===== src/rtl/mem32_ctrl.sv =====
// mem32_ctrl: single-outstanding 32-bit host-to-memory access controller.
// A host request is accepted in IDLE and checked against ADDR_MAX. Legal
// accesses run a one-cycle WRITE strobe, or a one-cycle READ strobe followed
// by a bounded WAIT for mem_valid. Every accepted request ends in RESP. That
// response is held until the host takes it, and is marked as an error for an
// illegal address or for a read timeout.
//
// Handshake rule for both channels: a transfer happens on a rising edge
// where valid and ready are both 1. The producer of a valid holds it and its
// payload stable until that edge. req_ready is 1 only in IDLE, and
// resp_valid is 1 only in RESP.
module mem32_ctrl #(
    parameter int ADDR_MAX = 12,
    parameter int TIMEOUT  = 4
) (
    input  logic        clk,
    input  logic        rst_n,
    input  logic        req_valid,
    output logic        req_ready,
    input  logic        req_we,
    input  logic [3:0]  req_addr,
    input  logic [31:0] req_wdata,
    output logic        resp_valid,
    input  logic        resp_ready,
    output logic [31:0] resp_rdata,
    output logic        resp_err,
    output logic        mem_wr,
    output logic        mem_rd,
    output logic [3:0]  mem_add,
    output logic [31:0] mem_wdata,
    input  logic [31:0] mem_rdata,
    input  logic        mem_valid,
    output logic [7:0]  err_cnt,
    output logic [2:0]  dbg_state_o
);

    localparam int              CW         = $clog2(TIMEOUT + 1);
    localparam logic [3:0]      ADDR_MAX_C = 4'(ADDR_MAX);
    localparam logic [CW-1:0]   TIMEOUT_C  = CW'(TIMEOUT);

    typedef enum logic [2:0] {
        S_IDLE  = 3'd0,
        S_WRITE = 3'd1,
        S_READ  = 3'd2,
        S_WAIT  = 3'd3,
        S_RESP  = 3'd4
    } state_e;

    state_e         state_q;
    logic           req_ready_q;
    logic           resp_valid_q;
    logic [31:0]    resp_rdata_q;
    logic           resp_err_q;
    logic           mem_wr_q;
    logic           mem_rd_q;
    logic [3:0]     mem_add_q;
    logic [31:0]    mem_wdata_q;
    logic [CW-1:0]  tmo_q;
    logic [7:0]     err_cnt_q;

    logic [CW-1:0]  tmo_d;
    logic [7:0]     err_cnt_d;

    // Next values of the WAIT cycle counter and the saturating error counter
    always_comb begin
        tmo_d     = tmo_q + 1'b1;
        err_cnt_d = err_cnt_q;
        if (resp_err_q && (err_cnt_q != 8'hFF)) begin
            err_cnt_d = err_cnt_q + 8'd1;
        end
    end

    // Controller FSM. Every output is a register updated together with the state
    always_ff @(posedge clk or negedge rst_n) begin
        if (!rst_n) begin
            state_q      <= S_IDLE;
            req_ready_q  <= 1'b1;
            resp_valid_q <= 1'b0;
            resp_rdata_q <= 32'd0;
            resp_err_q   <= 1'b0;
            mem_wr_q     <= 1'b0;
            mem_rd_q     <= 1'b0;
            mem_add_q    <= 4'd0;
            mem_wdata_q  <= 32'd0;
            tmo_q        <= '0;
            err_cnt_q    <= 8'd0;
        end else begin
            case (state_q)
                S_IDLE: begin
                    if (req_valid && req_ready_q) begin
                        mem_add_q   <= req_addr;
                        mem_wdata_q <= req_wdata;
                        req_ready_q <= 1'b0;
                        if (req_addr > ADDR_MAX_C) begin
                            // Illegal address: respond at once, never touch memory
                            state_q      <= S_RESP;
                            resp_valid_q <= 1'b1;
                            resp_err_q   <= 1'b1;
                            resp_rdata_q <= 32'd0;
                        end else if (req_we) begin
                            state_q  <= S_WRITE;
                            mem_wr_q <= 1'b1;
                        end else begin
                            state_q  <= S_READ;
                            mem_rd_q <= 1'b1;
                        end
                    end
                end
                S_WRITE: begin
                    mem_wr_q     <= 1'b0;
                    state_q      <= S_RESP;
                    resp_valid_q <= 1'b1;
                    resp_err_q   <= 1'b0;
                    resp_rdata_q <= 32'd0;
                end
                S_READ: begin
                    mem_rd_q <= 1'b0;
                    tmo_q    <= '0;
                    state_q  <= S_WAIT;
                end
                S_WAIT: begin
                    if (mem_valid) begin
                        // The only place mem_rdata is ever sampled
                        state_q      <= S_RESP;
                        resp_valid_q <= 1'b1;
                        resp_err_q   <= 1'b0;
                        resp_rdata_q <= mem_rdata;
                    end else begin
                        tmo_q <= tmo_d;
                        if (tmo_d == TIMEOUT_C) begin
                            state_q      <= S_RESP;
                            resp_valid_q <= 1'b1;
                            resp_err_q   <= 1'b1;
                            resp_rdata_q <= 32'd0;
                        end
                    end
                end
                S_RESP: begin
                    if (resp_ready) begin
                        err_cnt_q    <= err_cnt_d;
                        resp_valid_q <= 1'b0;
                        resp_err_q   <= 1'b0;
                        resp_rdata_q <= 32'd0;
                        req_ready_q  <= 1'b1;
                        state_q      <= S_IDLE;
                    end
                end
                default: begin
                    state_q      <= S_IDLE;
                    req_ready_q  <= 1'b1;
                    resp_valid_q <= 1'b0;
                    resp_err_q   <= 1'b0;
                    mem_wr_q     <= 1'b0;
                    mem_rd_q     <= 1'b0;
                end
            endcase
        end
    end

    assign req_ready   = req_ready_q;
    assign resp_valid  = resp_valid_q;
    assign resp_rdata  = resp_rdata_q;
    assign resp_err    = resp_err_q;
    assign mem_wr      = mem_wr_q;
    assign mem_rd      = mem_rd_q;
    assign mem_add     = mem_add_q;
    assign mem_wdata   = mem_wdata_q;
    assign err_cnt     = err_cnt_q;
    assign dbg_state_o = state_q;

endmodule


===== config.mk =====
export PLATFORM = sky130hd
export DESIGN_NAME = mem32_ctrl
export DESIGN_NICKNAME = d
export VERILOG_FILES = /design/src/rtl/mem32_ctrl.sv
export SDC_FILE = /design/constraint.sdc
export NUM_CORES = 1
export LEC_CHECK = 0
export CORE_AREA = 2 2 97 99
export DETAILED_ROUTE_END_ITERATION = 8
export DIE_AREA = 0 0 99 101
export PLACE_DENSITY = 0.88
export REMOVE_ABC_BUFFERS = 1
export SETUP_SLACK_MARGIN = 0.1
export SYNTH_ARGS = -nofsm -noshare
export SYNTH_HDL_FRONTEND = slang
export SYNTH_SLANG_ARGS = --single-unit

===== constraint.sdc =====
create_clock -name clk -period 2.01 [get_ports clk]
set_input_delay 0.603 -clock clk [delete_from_list [all_inputs] [get_ports clk]]
set_output_delay 0.603 -clock clk [all_outputs]
set_load 0.005 [all_outputs]

## Word-level counts from Yosys, hierarchy flattened

Index checks and enable logic that the tools add are counted.

| cells by class | value |
|---|---|
| reduce and logical (&&, ||, !) cells | 17 |
| equality and inequality tests | 14 |
| add/subtract/negate cells | 2 |
| muxes and demuxes | 34 |
| $lt $le $gt $ge | 1 |
| bitwise operators | 4 |

Operator list:

| cell | number |
|---|---|
| $mux W32 | 5 |
| $pmux W32 S4 | 1 |
| $mux W3 | 6 |
| $pmux W3 S5 | 1 |
| $mux W1 | 14 |
| $ne A2 B2 Y1 const B | 7 |
| $reduce_and A5 Y1 | 2 |
| $reduce_and A3 Y1 | 3 |
| $reduce_or A3 Y1 | 3 |
| $add A8 B1 Y8 const B | 1 |
| $ne A8 B8 Y1 const B | 1 |
| $reduce_and A4 Y1 | 2 |
| $eq A3 B2 Y1 const B | 2 |
| $eq A3 B3 Y1 const B | 2 |
| $pmux W3 S2 | 1 |
| $pmux W1 S5 | 1 |
| $gt A4 B4 Y1 const B | 1 |
| $not A1 Y1 | 4 |
| $pmux W1 S2 | 2 |
| $pmux W1 S4 | 1 |
| $reduce_and A2 Y1 | 2 |
| $reduce_bool A4 Y1 | 1 |
| $add A3 B1 Y3 const B | 1 |
| $eq A3 B1 Y1 const B | 1 |
| 6 further kinds | 7 |

| storage, ports and cells | value |
|---|---|
| logic and storage cells | 83 |
| flip-flop bits (word level) | 87 |
| output and inout bits | 84 |
| input port bits | 74 |

## Logic depth before layout (Yosys ltp)

Gate-level depths: netlist of run 1.

| depth | value |
|---|---|
| word-level depth | 5 |
| mapped depth | 6 |

## Worst setup path before layout of run 1

No wires, ideal clock.

| path | value |
|---|---|
| path kind | in2reg |
| from | input port req_valid |
| to | register mem_wdata_q[10], in the netlist mem_wdata[10] |
| slack | 212 ps |
| stages on the path | 4 |
| buffers on the path | 1 |
| data arrival time | 1674 ps |
| cells stage by stage | nand2_1 -> nor4_4 -> buf_6 -> mux2_2 |

| between the ends | value |
|---|---|
| word-level cells in the longest chain between the ends | 2 |

RTL lines:

| element | line | text |
|---|---|---|
| from (decl) | 18 | `input logic req_valid,` |
| $logic_and A1 B1 Y1 | 90 | `if (req_valid && req_ready_q) begin` |
| $reduce_and A2 Y1 (no source line) | - |  |
| to (signal assigned) | 92 | `mem_wdata_q <= req_wdata;` |
| to (decl) | 57 | `logic [31:0] mem_wdata_q;` |

Every way passes these cells.
A chain may end at the register's enable or synchronous reset.

## Worst setup path in the final report of run 1

| path | value |
|---|---|
| from | register resp_err_q, in the netlist resp_err |
| to | output port resp_err |

RTL lines:

| element | line | text |
|---|---|---|
| from (decl) | 53 | `logic resp_err_q;` |
| from (signal assigned) | 80 | `resp_err_q <= 1'b0;` |
| from (signal assigned) | 98 | `resp_err_q <= 1'b1;` |
| from (signal assigned) | 113 | `resp_err_q <= 1'b0;` |
| to (decl) | 26 | `output logic resp_err,` |

No word-level cell between the ends.

==> impl_metrics.tcl, run 1 <==
set metrics [dict create \
    grt_pass1_wl_um 16080 \
    die_h_um 101 \
    hpwl_um 7081 \
    yosys_register_bits 87 \
    synth_cells 326 \
    mostFrequentLayoutCell "clkdlybuf4s50_1" \
    synth_area_mm2 0.003777 \
    setup_slack_ns 0.1376 \
    ys_async_sr_fraction 1.000 \
    synth.distinct_cells 38 \
    drtIter0Drc 115 \
    die_area_mm2 0.009999 \
    tritoncts "built" \
    worst_slew_pin_slew_ns 0.4646 \
    grt_max_degree 88 \
    crit_required_ns 1.41 \
    numCtsBuffers 9 \
    status "finished clean" \
    setup.worst_path.class "register to output pin" \
    reg2reg_depth 6 \
    hold_viol 0 \
    start_util 0.4208 \
    path_clk_slew_ns 0.09 \
    ant_nets 0 \
    synth_seq_area_share 0.5767 \
    first_pass_iters 4 \
    crit_path_start_kind "register" \
    max_freq_ghz 0.5341 \
    power.total_mw 8.521 \
    cp_max_fo 3 \
    port-buffer-count 157 \
    rrSetupSlack_ns 0.28 \
    slew_headroom 0.6903 \
    setup_viol 0 \
    placed_area_mm2 0.005574 \
    design_area_mm2 0.005932 \
    wl_um 10230 \
    cts.sinks 87 \
    die_w_um 99 \
    via_count 3276 \
    timing.hold.ws_ns 0.2745 \
    layout.cells.non_filler 622 \
    grt.overflow.total 0 \
    num_io_pins 158 \
    max_cap_violations 0 \
    wl_per_cell_um 16.45 \
    ys_warn_count 0 \
    rows 35 \
    grtUsageTotal 0.2008 \
    reg2reg_from "dbg_state_o[0]$_DFFE_PN0P_" \
    clk_latency_ns 0.34 \
    slowest_stage "clkdlybuf4s50_1" \
    place_ws_ns -0.1633 \
    post-route-min-period_ns 1.872 \
    irDropWorstVdd_mv 0.7804 \
    arrival_ns 1.27 \
    h-tree-depth 3 \
    crit_path_end_kind "output pin" \
    power_density_mw_per_mm2 1436 \
    place_inst 589 \
    core_mm2 0.008977 \
    dominantRegCellSynth "dfrtp_1" \
    ctsRootBufferMaster "clkbuf_8" \
    fin_setup_tns_ns 0 \
    postCtsHoldBufs 0 \
    drive_gt1_frac 0.1937 \
    place_congestion 0.8373 \
    critical_path_buf_inv_count 1 \
    nNetsFinal 583 \
    synth-edff-count 0 \
    final_cell_mix "clkdlybuf4s50_1 (153), dfrtp_1 (81), nand2_1 (41)" \
    leakagePower_nw 2.630 \
    antenna_found_initial 0 \
    synth_area_per_cell_um2 11.59 \
    drc 0 \
    cpPeakStageDelay_ns 0.52 \
    post_drt_via_cell_ratio 5.267 \
    clockBufferDepth 2 \
    crit_chain "clkdlybuf4s50_1" \
    rsz0062_at_grt "no" \
    final_core_util 0.6608 \
    regToRegEndpoint "resp_err$_DFFE_PN0P_" \
    grt_pass1_vias 3175 \
    path_delay_family "buffers and inverters" \
    hp-class "primary input to asynchronous set/reset pin" \
    syn2layout_area_growth_pct 57.04 \
    maxSlewViolCount 0 \
    finClkSkew_ns 0.01015 \
    min_period_over_period 0.9315 \
    antennaDiodeCount 0 \
]
-- worst reg2reg max path, cell delays in order (launching register included) --
cell     delay (ns)
dfrtp_2        0.44
buf_4          0.19
nor2_2         0.23
o211a_1        0.26
buf_12         0.20
a21oi_1        0.09
o211a_1        0.21
-- area by class of cell --
| class | count | area (um^2) |
|---|---|---|
| tap | 111 | 138.9 |
| clock inverter | 5 | 63.81 |
| inverter | 4 | 15.01 |
| fill | 647 | 3045 |
| timing repair buffer | 190 | 1896 |
| sequential | 87 | 2185 |
| clock buffer | 11 | 151.4 |
| multi-input combinational | 214 | 1483 |
-- metal layers --
metal,global-route usage,vias up,part of all wire
met5,0,-,0
met4,0.06006,0,0.018
met3,0.03051,17,0.051
met2,0.3591,119,0.52
met1,0.2518,1613,0.41
li1,-,1527,-
-- repair_timing --
action | in CTS | in global routing
buffers inserted | 6 | 11
pin swaps | 0 | 0
resized for setup | 6 | 3
endpoints found under the setup margin | 10 | 12
-- state kept, by name, summed over array words and instances, names as in the netlist --
signal	cells
mem_rd	1
resp_valid	1
tmo_q	3
resp_err	1
resp_rdata	32
dbg_state_o	3
mem_wdata	32
err_cnt	8
mem_add	4
req_ready	1
mem_wr	1
-- worst max path at each step --
stage                               startpoint                         to  slack (ns)  depth (start not counted)
floorplan                            req_valid     mem_add[0]$_DFFE_PN0P_       -0.44                          3
global placement                     req_valid  mem_wdata[16]$_DFFE_PN0P_       -0.13                          5
detailed placement                   req_valid  mem_wdata[16]$_DFFE_PN0P_       -0.16                          5
CTS                 dbg_state_o[1]$_DFFE_PN0P_             dbg_state_o[1]        0.05                          1
global route            err_cnt[6]$_DFFE_PN0P_                 err_cnt[6]        0.10                          1
finish                    resp_err$_DFFE_PN0P_                   resp_err        0.14                          1
-- where the power goes --
| group | leakage [nW] | switching (mW) | total (mW) | internal [mW] |
|---|---|---|---|---|
| Sequential | 1.01 | 0.479 | 2.98 | 2.50 |
| Combinational | 1.52 | 1.73 | 4.25 | 2.53 |
| Clock | 0.106 | 0.631 | 1.28 | 0.652 |
-- logic make-up (layout without fill, tap and decap cells) --
family / count (synthesis) / count (layout) / share of synthesized area
compound gates: 92 / 92 / 0.1587
xor+xnor: 8 / 8 / 0.01855
fa+ha+maj: 3 / 3 / 0.009938
buf+inv: 25 / 210 / 0.03444
flops: 87 / 87 / 0.5767
mux: 38 / 38 / 0.1133
simple gates: 73 / 73 / 0.08845
-- synth_stat cells (2+ instances only) --
library cell  count  area, um^2
a211oi_1          2       15.01
nor3_1            5       25.02
xor2_1            7       61.31
o21ai_0          38       190.2
a22oi_1          33       247.7
mux2_2           36       405.4
inv_1             4       15.01
clkbuf_1         12       45.04
dfrtp_1          86        2152
ha_1              3       37.54
nand3_1           4       20.02
mux2_1            2       22.52
a21oi_1           5       25.02
a22o_1            3       26.28
nor2_1           11       41.29
o211a_1           3       30.03
buf_2             5       25.02
nand2_1          41       153.9
nor2b_1           2       12.51
nand2b_1          3       18.77
buf_6             4       45.04
No activity file was read; power rests on OpenSTA's default activity.
==> inputs of run 2 (changes only) <==
--- a/config.mk
+++ b/config.mk
@@ -5,6 +5,7 @@
 export SDC_FILE = /design/constraint.sdc
 export NUM_CORES = 1
 export LEC_CHECK = 0
+export CAP_MARGIN = 20
 export CORE_AREA = 2 2 97 99
 export DETAILED_ROUTE_END_ITERATION = 8
 export DIE_AREA = 0 0 99 101
==> results of run 2 <==
Final layout, timing and power as in run 1 (identical DEF).
